File: src/rtl/morse_pkg.sv
// Shared definitions for the Morse sequence renderer: tap encodings, FSM states,
// symbol record and Morse timing units.
package morse_pkg;

  localparam logic [1:0] TAP_SPACE = 2'd0;
  localparam logic [1:0] TAP_DASH  = 2'd1;
  localparam logic [1:0] TAP_DOT   = 2'd2;
  localparam logic [1:0] TAP_RSVD  = 2'd3;

  localparam int DOT_UNITS  = 1;
  localparam int DASH_UNITS = 3;
  localparam int GAP_UNITS  = 1;

  // Start columns are kept wide enough for any sensible SUPER_LEN*MAX_SYMS.
  localparam int START_W = 16;

  typedef enum logic [1:0] {EMPTY, ACCUM, HOLD} state_t;

  typedef struct packed {
    logic               is_dash;
    logic [START_W-1:0] start;
  } sym_t;

  function automatic int sym_units(input logic is_dash);
    return is_dash ? DASH_UNITS : DOT_UNITS;
  endfunction

endpackage

File: src/rtl/morse_sym_buf.sv
// Symbol accumulation FSM: working buffer, cursor and overflow flag, plus the
// display shadow that is refreshed on every frame start.
module morse_sym_buf
  import morse_pkg::*;
#(
  parameter int SUPER_LEN = 5,
  parameter int MAX_SYMS  = 6
) (
  input  logic                               clk,
  input  logic                               rstb,
  input  logic                               frame_start,
  input  logic                               tap_valid,
  input  logic [1:0]                         tap,
  input  logic                               char_done,
  input  logic                               clear,
  output sym_t [MAX_SYMS-1:0]                shadow,
  output logic [$clog2(MAX_SYMS+1)-1:0]      shadow_count,
  output logic [$clog2(MAX_SYMS+1)-1:0]      sym_count,
  output logic                               full,
  output logic                               overflow
);

  localparam int CNT_W = $clog2(MAX_SYMS + 1);
  localparam int CUR_W = $clog2(4 * SUPER_LEN * MAX_SYMS + 1);
  localparam logic [CNT_W-1:0] CNT_MAX = CNT_W'(MAX_SYMS);

  state_t                 state, state_n;
  logic [CNT_W-1:0]       count, count_n;
  logic [CUR_W-1:0]       cursor, cursor_n;
  sym_t [MAX_SYMS-1:0]    wbuf, wbuf_n;
  logic                   ovf, ovf_n;
  logic                   accepted;
  logic                   tap_dash;
  logic [CUR_W-1:0]       advance;

  assign accepted = tap_valid && (tap != TAP_SPACE) && (tap != TAP_RSVD);
  assign tap_dash = (tap == TAP_DASH);
  assign advance  = CUR_W'((sym_units(tap_dash) + GAP_UNITS) * SUPER_LEN);

  always_comb begin
    state_n  = state;
    count_n  = count;
    cursor_n = cursor;
    wbuf_n   = wbuf;
    ovf_n    = ovf;
    if (clear) begin
      state_n  = EMPTY;
      count_n  = '0;
      cursor_n = '0;
      ovf_n    = 1'b0;
    end else begin
      case (state)
        // EMPTY and HOLD both (re)start the buffer at index 0 on a tap
        EMPTY, HOLD: begin
          if (accepted) begin
            wbuf_n[0] = '{is_dash: tap_dash, start: '0};
            count_n   = CNT_W'(1);
            cursor_n  = advance;
            ovf_n     = 1'b0;
            state_n   = ACCUM;
          end
        end
        ACCUM: begin
          if (accepted) begin
            if (count != CNT_MAX) begin
              for (int i = 0; i < MAX_SYMS; i++) begin
                if (CNT_W'(i) == count) begin
                  wbuf_n[i] = '{is_dash: tap_dash, start: START_W'(cursor)};
                end
              end
              count_n  = count + CNT_W'(1);
              cursor_n = cursor + advance;
            end else begin
              ovf_n = 1'b1;
            end
          end
          if (char_done) begin
            state_n = HOLD;
          end
        end
        default: state_n = EMPTY;
      endcase
    end
  end

  // The shadow takes the next-state buffer so a same-cycle tap or clear is included.
  always_ff @(posedge clk) begin
    if (!rstb) begin
      state        <= EMPTY;
      count        <= '0;
      cursor       <= '0;
      wbuf         <= '0;
      ovf          <= 1'b0;
      shadow       <= '0;
      shadow_count <= '0;
    end else begin
      state  <= state_n;
      count  <= count_n;
      cursor <= cursor_n;
      wbuf   <= wbuf_n;
      ovf    <= ovf_n;
      if (frame_start) begin
        shadow       <= wbuf_n;
        shadow_count <= count_n;
      end
    end
  end

  assign sym_count = count;
  assign full      = (count == CNT_MAX);
  assign overflow  = ovf;

endmodule

File: src/rtl/morse_seq_draw.sv
// Renders a buffered Morse symbol sequence as a row of bars inside a box,
// with a fixed two-cycle pixel pipeline from x/y to tft_v.
module morse_seq_draw
  import morse_pkg::*;
#(
  parameter int         SUPER_LEN = 5,
  parameter int         SYM_H     = 10,
  parameter int         MAX_SYMS  = 6,
  parameter logic [7:0] FG        = 8'd255,
  parameter logic [7:0] BG        = 8'd0
) (
  input  logic                          clk,
  input  logic                          rstb,
  input  logic [9:0]                    box_x,
  input  logic [8:0]                    box_y,
  input  logic [9:0]                    x,
  input  logic [8:0]                    y,
  input  logic                          frame_start,
  input  logic                          tap_valid,
  input  logic [1:0]                    tap,
  input  logic                          char_done,
  input  logic                          clear,
  output logic [7:0]                    tft_v,
  output logic [$clog2(MAX_SYMS+1)-1:0] sym_count,
  output logic                          full,
  output logic                          overflow
);

  localparam int CNT_W = $clog2(MAX_SYMS + 1);
  localparam int CMP_W = START_W + 1;

  sym_t [MAX_SYMS-1:0] shadow;
  logic [CNT_W-1:0]    shadow_count;
  logic [9:0]          s1_rel_x;
  logic                s1_xin;
  logic                s1_yin;
  logic                s1_valid;
  logic [9:0]          y_end;
  logic [CMP_W-1:0]    rx;
  logic                hit;

  morse_sym_buf #(
    .SUPER_LEN (SUPER_LEN),
    .MAX_SYMS  (MAX_SYMS)
  ) u_buf (
    .clk          (clk),
    .rstb         (rstb),
    .frame_start  (frame_start),
    .tap_valid    (tap_valid),
    .tap          (tap),
    .char_done    (char_done),
    .clear        (clear),
    .shadow       (shadow),
    .shadow_count (shadow_count),
    .sym_count    (sym_count),
    .full         (full),
    .overflow     (overflow)
  );

  assign y_end = {1'b0, box_y} + 10'(SYM_H);
  assign rx    = CMP_W'(s1_rel_x);

  // Wide unsigned compares so bars running past the right edge never wrap.
  always_comb begin
    hit = 1'b0;
    for (int i = 0; i < MAX_SYMS; i++) begin
      if ((CNT_W'(i) < shadow_count) &&
          (rx >= CMP_W'(shadow[i].start)) &&
          (rx <  CMP_W'(shadow[i].start) + CMP_W'(sym_units(shadow[i].is_dash) * SUPER_LEN))) begin
        hit = 1'b1;
      end
    end
  end

  always_ff @(posedge clk) begin
    if (!rstb) begin
      s1_rel_x <= '0;
      s1_xin   <= 1'b0;
      s1_yin   <= 1'b0;
      s1_valid <= 1'b0;
      tft_v    <= BG;
    end else begin
      s1_rel_x <= x - box_x;
      s1_xin   <= (x >= box_x);
      s1_yin   <= (y >= box_y) && ({1'b0, y} < y_end);
      s1_valid <= 1'b1;
      tft_v    <= (s1_valid && s1_xin && s1_yin && hit) ? FG : BG;
    end
  end

endmodule

File: config.mk
export PLATFORM = sky130hd
export DESIGN_NAME = morse_seq_draw
export DESIGN_NICKNAME = d
export VERILOG_FILES = /design/src/rtl/morse_pkg.sv /design/src/rtl/morse_sym_buf.sv /design/src/rtl/morse_seq_draw.sv
export SDC_FILE = /design/constraint.sdc
export NUM_CORES = 1
export LEC_CHECK = 0
export CELL_PAD_IN_SITES_DETAIL_PLACEMENT = 0
export CELL_PAD_IN_SITES_GLOBAL_PLACEMENT = 2
export CORE_MARGIN = 2
export CORE_UTILIZATION = 42
export CTS_CLUSTER_DIAMETER = 80
export DETAILED_ROUTE_END_ITERATION = 6
export PLACE_DENSITY_LB_ADDON = 0.1
export SETUP_SLACK_MARGIN = 0.05
export SLEW_MARGIN = 0
export SYNTH_ARGS = -nofsm -noshare
export SYNTH_HDL_FRONTEND = slang
export SYNTH_SLANG_ARGS = --single-unit
export TNS_END_PERCENT = 1
File: constraint.sdc
create_clock -name clk -period 7.1 [get_ports clk]
set_input_delay 1.065 -clock clk [delete_from_list [all_inputs] [get_ports clk]]
set_output_delay 1.065 -clock clk [all_outputs]
set_load 0.05 [all_outputs]
**Word level (Yosys, flattened, before mapping)**

Cells that the tools add are included.

- Bits in registers: 241
- Word-level logic and storage cells: 160

- Equal/unequal tests: 16
- Bitwise operators: 1
- Reductions and logical operators: 27
- Order comparisons: 21
- $mul: 7
- Muxes and demuxes: 43
- Add/subtract/negate cells: 11

Operator list:

| kind | count |
|---|---|
| 2-to-1 mux 102 bit | 3 |
| 2-to-1 mux 17 bit | 7 |
| adder 16 x 5 -> 17 bit | 6 |
| < comparator 10 x 17 -> 1 bit | 6 |
| >= comparator 10 x 16 -> 1 bit | 6 |
| 2-to-1 mux 85 bit | 1 |
| one-hot mux 17 bit (2 select lines) | 1 |
| adder 32 x 2 -> 32 bit, second input constant | 1 |
| multiplier 32 x 4 -> 7 bit, second input constant | 1 |
| multiplier 2 x 3 -> 5 bit, second input constant | 6 |
| 2-to-1 mux 7 bit | 3 |
| logical AND 1 bit | 18 |
| 2-to-1 mux 2 bit | 9 |
| one-hot mux 7 bit (2 select lines) | 1 |
| 2-to-1 mux 3 bit | 4 |
| adder 9 x 4 -> 10 bit, second input constant | 1 |
| >= comparator 10 bit | 1 |
| < comparator 9 x 10 -> 1 bit | 1 |
| 2-to-1 mux 1 bit | 10 |
| subtractor 10 bit | 1 |
| >= comparator 9 bit | 1 |
| 2-to-1 mux 8 bit | 1 |
| AND reduction 4 bit | 2 |
| adder 7 bit | 1 |
| other kinds (22) | 34 |

**Logic depth before layout (Yosys ltp)**

- Depth in word-level cells: 13
- Depth in mapped cells: 16
- Gate-level depth less buffers: 16

**Modules after synthesis**

Synthesis repeated with hierarchy kept, for this count alone.

- Cell total of the unflattened synthesis: 1600
- Area, all modules: 14161.1 um^2

By module, submodules not included:

| module | sequential area each (um^2) | times used | cells an instance | area an instance (um^2) |
|---|---|---|---|---|
| morse_sym_buf | 4384.2 | 1 | 819 | 8003.9 |
| morse_seq_draw | 280.3 | 1 | 781 | 6157.2 |

**Least setup slack after synthesis**

OpenSTA, ideal clock, no wires.

- Path type: flip-flop to flip-flop
- Start point: register, netlist name u_buf.shadow[69]
- End point: register tft_v[6]
- Stages on the path, launching flop included: 17
- Setup time: 126 ps
- Data required time: 6974 ps
- Setup slack: 3669 ps
- Clock period less this slack: 3431 ps
- Path buffers: 0
- Data arrival time: 3305 ps
- Path through: dfxtp_1 ha_1 ha_1 fa_1 nand3_1 nand2_1 and3_2 xnor2_1 ha_1 and3_1 o2111ai_1 a21oi_1 o21ai_0 a2111oi_4 o32ai_1 a2111oi_2 a21oi_1

- Word-level cells in the longest chain between the ends: 7

RTL lines:

| what | RTL line | RTL |
|---|---|---|
| adder 16 x 5 -> 17 bit / >= comparator 10 x 16 -> 1 bit (equally long branches) | morse_seq_draw.sv:69, morse_seq_draw.sv:68 |  |
| < comparator 10 x 17 -> 1 bit / logical AND 1 bit (equally long branches) | morse_seq_draw.sv:69, morse_seq_draw.sv:67 |  |
| logical AND 1 bit (*) | morse_seq_draw.sv:68 | `(rx >= CMP_W'(shadow[i].start)) &&` |
| 2-to-1 mux 1 bit (*) (2 in series) | morse_seq_draw.sv:67 | `if ((CNT_W'(i) < shadow_count) &&` |
| logical AND 1 bit (*) | morse_seq_draw.sv:87 | `tft_v <= (s1_valid && s1_xin && s1_yin && hit) ? FG : BG;` |
| 2-to-1 mux 8 bit (*) | morse_seq_draw.sv:87 |  |
| end signal: assignment | morse_seq_draw.sv:87 |  |
| end: declaration | morse_seq_draw.sv:23 | `output logic [7:0] tft_v,` |

Mark *: on every way between the ends. The rest lies on a longest branch, timed or not.
A chain may end at the register's enable or synchronous reset.

**Worst setup path in the final report**

- Start point: register, netlist name u_buf.shadow[88]
- End point: register tft_v[6]

- Word-level cells in the longest chain between the ends: 6

RTL lines:

| what | RTL line |
|---|---|
| adder 16 x 5 -> 17 bit / >= comparator 10 x 16 -> 1 bit (equally long branches) | morse_seq_draw.sv:69, morse_seq_draw.sv:68 |
| < comparator 10 x 17 -> 1 bit / logical AND 1 bit (equally long branches) | morse_seq_draw.sv:69, morse_seq_draw.sv:67 |
| logical AND 1 bit (*) | morse_seq_draw.sv:68 |
| 2-to-1 mux 1 bit (*) | morse_seq_draw.sv:67 |
| logical AND 1 bit (*) | morse_seq_draw.sv:87 |
| 2-to-1 mux 8 bit (*) | morse_seq_draw.sv:87 |

Marked as above.

==> impl_results.md <==
* Core area at 32700 sq um
* First-pass detailed-route iteration total at 4
* Startpoint Class: flip-flop
* Worst-case reg-to-reg path depth at 15
* Synthesized netlist cell count at 1571
* Area post-placement at roughly 15000 sq um
* Number of flops mapped to enable cells by yosys at 0
* Critical path endpoint: tft_v[6]
* Final Hold Viols at 0
* Via density per instance at 5.25
* Status: completed
* Syn nets at 1818
* Slew Limit Fails at 0
* Min Tclk post-route at 3820 ps
* Worst path most repeated cell: ha_1
* RSZ-0062 raised after global routing: no
* #FFs+latches synth at 233
* Max stage delay on crit path at 590 ps
* Max Clk Rate at 262 MHz
* Layout area overhead at 13.2%
* Worst EP required at roughly 7600 ps
* Total CTS buffers at 27
* Clk sink count at between 200 and 250
* Initial antenna violation count at 0
* Root Driver: clkbuf_16
* Most frequent cell after synthesis: dfxtp_1
* Mapped cell area at 14000 sq um
* Post-synthesis sequential area ratio at 33.2%
* CTS Buffer Depth at 3
* Input/output buffers at 58
* Power Density at approximately 210 nW/um^2
* Final setup viols at 0
* Post-cts resize count at 0
* Initial core utilization at 43.0%
* Die Span X at around 190 um
* Async SR Flop Fraction at 0%
* Vias in the first global route at roughly 11000
* Final period util at a little over half
* Via count at 10800
* Layout cells sized above 1 at 4.35%
* Worst-path fanout max at 5
* All-Layer GR Usage at 18.8%
* Design area at 15900 sq um
* CP top delay family: compound AO/OA/AOI/OAI gates
* WL final at 32.6 mm
* Critical path depth at 15
* Post-synth top area cell: dfxtp_1
* I/O Pins at 59
* Largest net degree at the start of global routing at between 100 and 150
* CP Capture Type: flip-flop
* Routed len/inst at roughly 16 um
* Clock Skews at slightly above 10 ps
* Synth top area share at 33.2%
* Grt ovf at 0
* CTS tree: built
* Peak supply drop at about 160 uV
* Final antenna-violating net count at 0
* Arrival time worst endpoint at 4300 ps
* Worst-Margin Slew at 1080 ps
* CP Class: reg -> reg
* Die Y at 187 um
* First DRT Iteration DRCs at 359
* Post-CTS Setup Bufs at 0
* Util after Layout at 48.6%
* Htree depth at 1
* RR Startpoint: u_buf.shadow[88]
* Maxcap violations at 0
* Ordered cell list for the critical path: ha_1, ha_1, nand3_1, o211ai_1, nand3_1, xnor2_1, ha_1, and4_1, nand2_1, a21oi_1, a211o_1, a21o_1, a31oi_1, a2111oi_2, a21oi_1
* Setup TNS at 0 ps
* Syn Area/Cell at around 8.9 sq um
* Inserted Diodes at 0
* CP startpoint: u_buf.shadow[88]
* Distinct cell type count after synthesis at 73
* Worst Hold Class: reg -> reg
* Wire length of the first global-routing pass at 54.3 mm
* Leak at 7.10 nW
* FF-to-FF setup slack at 3280 ps
* Worst r2r dst: tft_v[6]
* Top cells by count, synth: dfxtp_1, ha_1, inv_1, nand2_1, nand3_1
* Fin nets at 1836
* WP buf/inv at 0
* # fillers at 3188
* Max-slew headroom at 27.5%
* Clk Latency, worst-skew pair at about 550 ps
* DP HPWL at 22.6 mm
* Warnings, synthesis at 0
* Hold buffers post-CTS at 0
* DRC Markers at 0
* Ranking of synthesized cells by area: dfxtp_1, ha_1, nand3_1
* FP Rows at 66
* Routability Congestion at 0.818
* Die area at roughly 35000 sq um
* Slowest-stage cell, CP: a31oi_1
* Main flop type after synthesis: dfxtp_1
* Power, Total at between 3 and 4 mW
* Clock transition at path regs at 60 ps
-- per-layer routing --
| metal | routed length, um | vias to the layer above | share of wire (%) | global-route usage (%) |
|---|---|---|---|---|
| li1 | - | 5601 | - | - |
| met4 | 780 | 0 | 2.4 | 4.46 |
| met3 | 835 | 51 | 2.6 | 2.55 |
| met1 | 16500 | 4995 | 50 | 25.6 |
| met2 | 14600 | 114 | 45 | 31.6 |
| met5 | 0 | - | 0 | 0 |
-- per-stage QoR --
step                      hold slack, ps  setup WS, ps  instances
after global routing                 487          2940       2050
after detailed placement             466          2780       2002
after floorplan                      413          3670       1571
after CTS                            481          3230       2050
final                                473          3280       2050
after global placement               457          2860       2002
-- worst min path at each step --
stage | from | to | slack [ps] | depth (start not counted)
after floorplan | s1_xin | tft_v[6] | 410 | 2
after global placement | u_buf.overflow | u_buf.overflow | 460 | 2
after detailed placement | u_buf.overflow | u_buf.overflow | 470 | 2
after CTS | u_buf.overflow | u_buf.overflow | 480 | 2
after global routing | u_buf.wbuf[9] | u_buf.wbuf[9] | 490 | 1
final | u_buf.overflow | u_buf.overflow | 470 | 2
-- sequential cells by signal (all words and copies together) (netlist names) --
name and cells:
s1_rel_x 10, s1_valid 1, s1_xin 1, s1_yin 1, tft_v 1, u_buf.cursor 6, u_buf.overflow 1, u_buf.shadow 102
u_buf.shadow_count 3, u_buf.state 2, u_buf.sym_count 3, u_buf.wbuf 102
-- cell usage in the layout, fill, tap and decap left out, types with 19 or more instances in the layout --
cell and n:
a21boi_0 38, nand2b_1 42, nor2_1 55, nor2b_1 66, dfxtp_1 233, ha_1 193
and2_1 37, a21o_1 19, and3_1 65, o211a_1 43, inv_1 114, a21oi_1 63
clkdlybuf4s50_1 56, xnor2_1 43, mux2i_1 30, nand3_1 87, clkbuf_16 27, nand2_1 88
o21ai_0 80
-- worst reg2reg max path: stages (launching register included) --
cell and delay (ps):
dfxtp_1 330, ha_1 300, ha_1 380, nand3_1 110
o211ai_1 380, nand3_1 150, xnor2_1 190, ha_1 280
and4_1 200, nand2_1 60, a21oi_1 40, a211o_1 280
a21o_1 180, a31oi_1 590, a2111oi_2 120, a21oi_1 170
-- cell type report --
| cell class | instances | area (sq um) | share of cell area, % |
|---|---|---|---|
| clock buffer | 35 | 746 | 4.69 |
| clock inverter | 13 | 231 | 1.46 |
| inverter | 114 | 428 | 2.69 |
| multi-input combinational | 1146 | 8620 | 54.3 |
| sequential | 233 | 4660 | 29.3 |
| tap | 442 | 553 | 3.48 |
| timing repair buffer | 67 | 651 | 4.09 |
-- logic make-up (layout without fill, tap and decap cells) --
kind of cell	after synthesis	after routing	share of synthesized area [%]
xor gates and xnor gates	58	58	3.62
adders and majority gates	201	201	18.3
DFF	233	233	33.2
and+or+nand+nor	509	509	19.8
AOI/OAI and AO/OA	346	346	17.4
muxes	32	32	2.30
buffers and inverters	192	229	5.41
-- report_power, final --
group	switching (mW)	internal, mW	total, mW
Combinational	0.258	0.225	0.483
Clock	0.572	0.957	1.53
Sequential	0.0514	1.33	1.38
No activity file was read; power rests on OpenSTA's default activity.
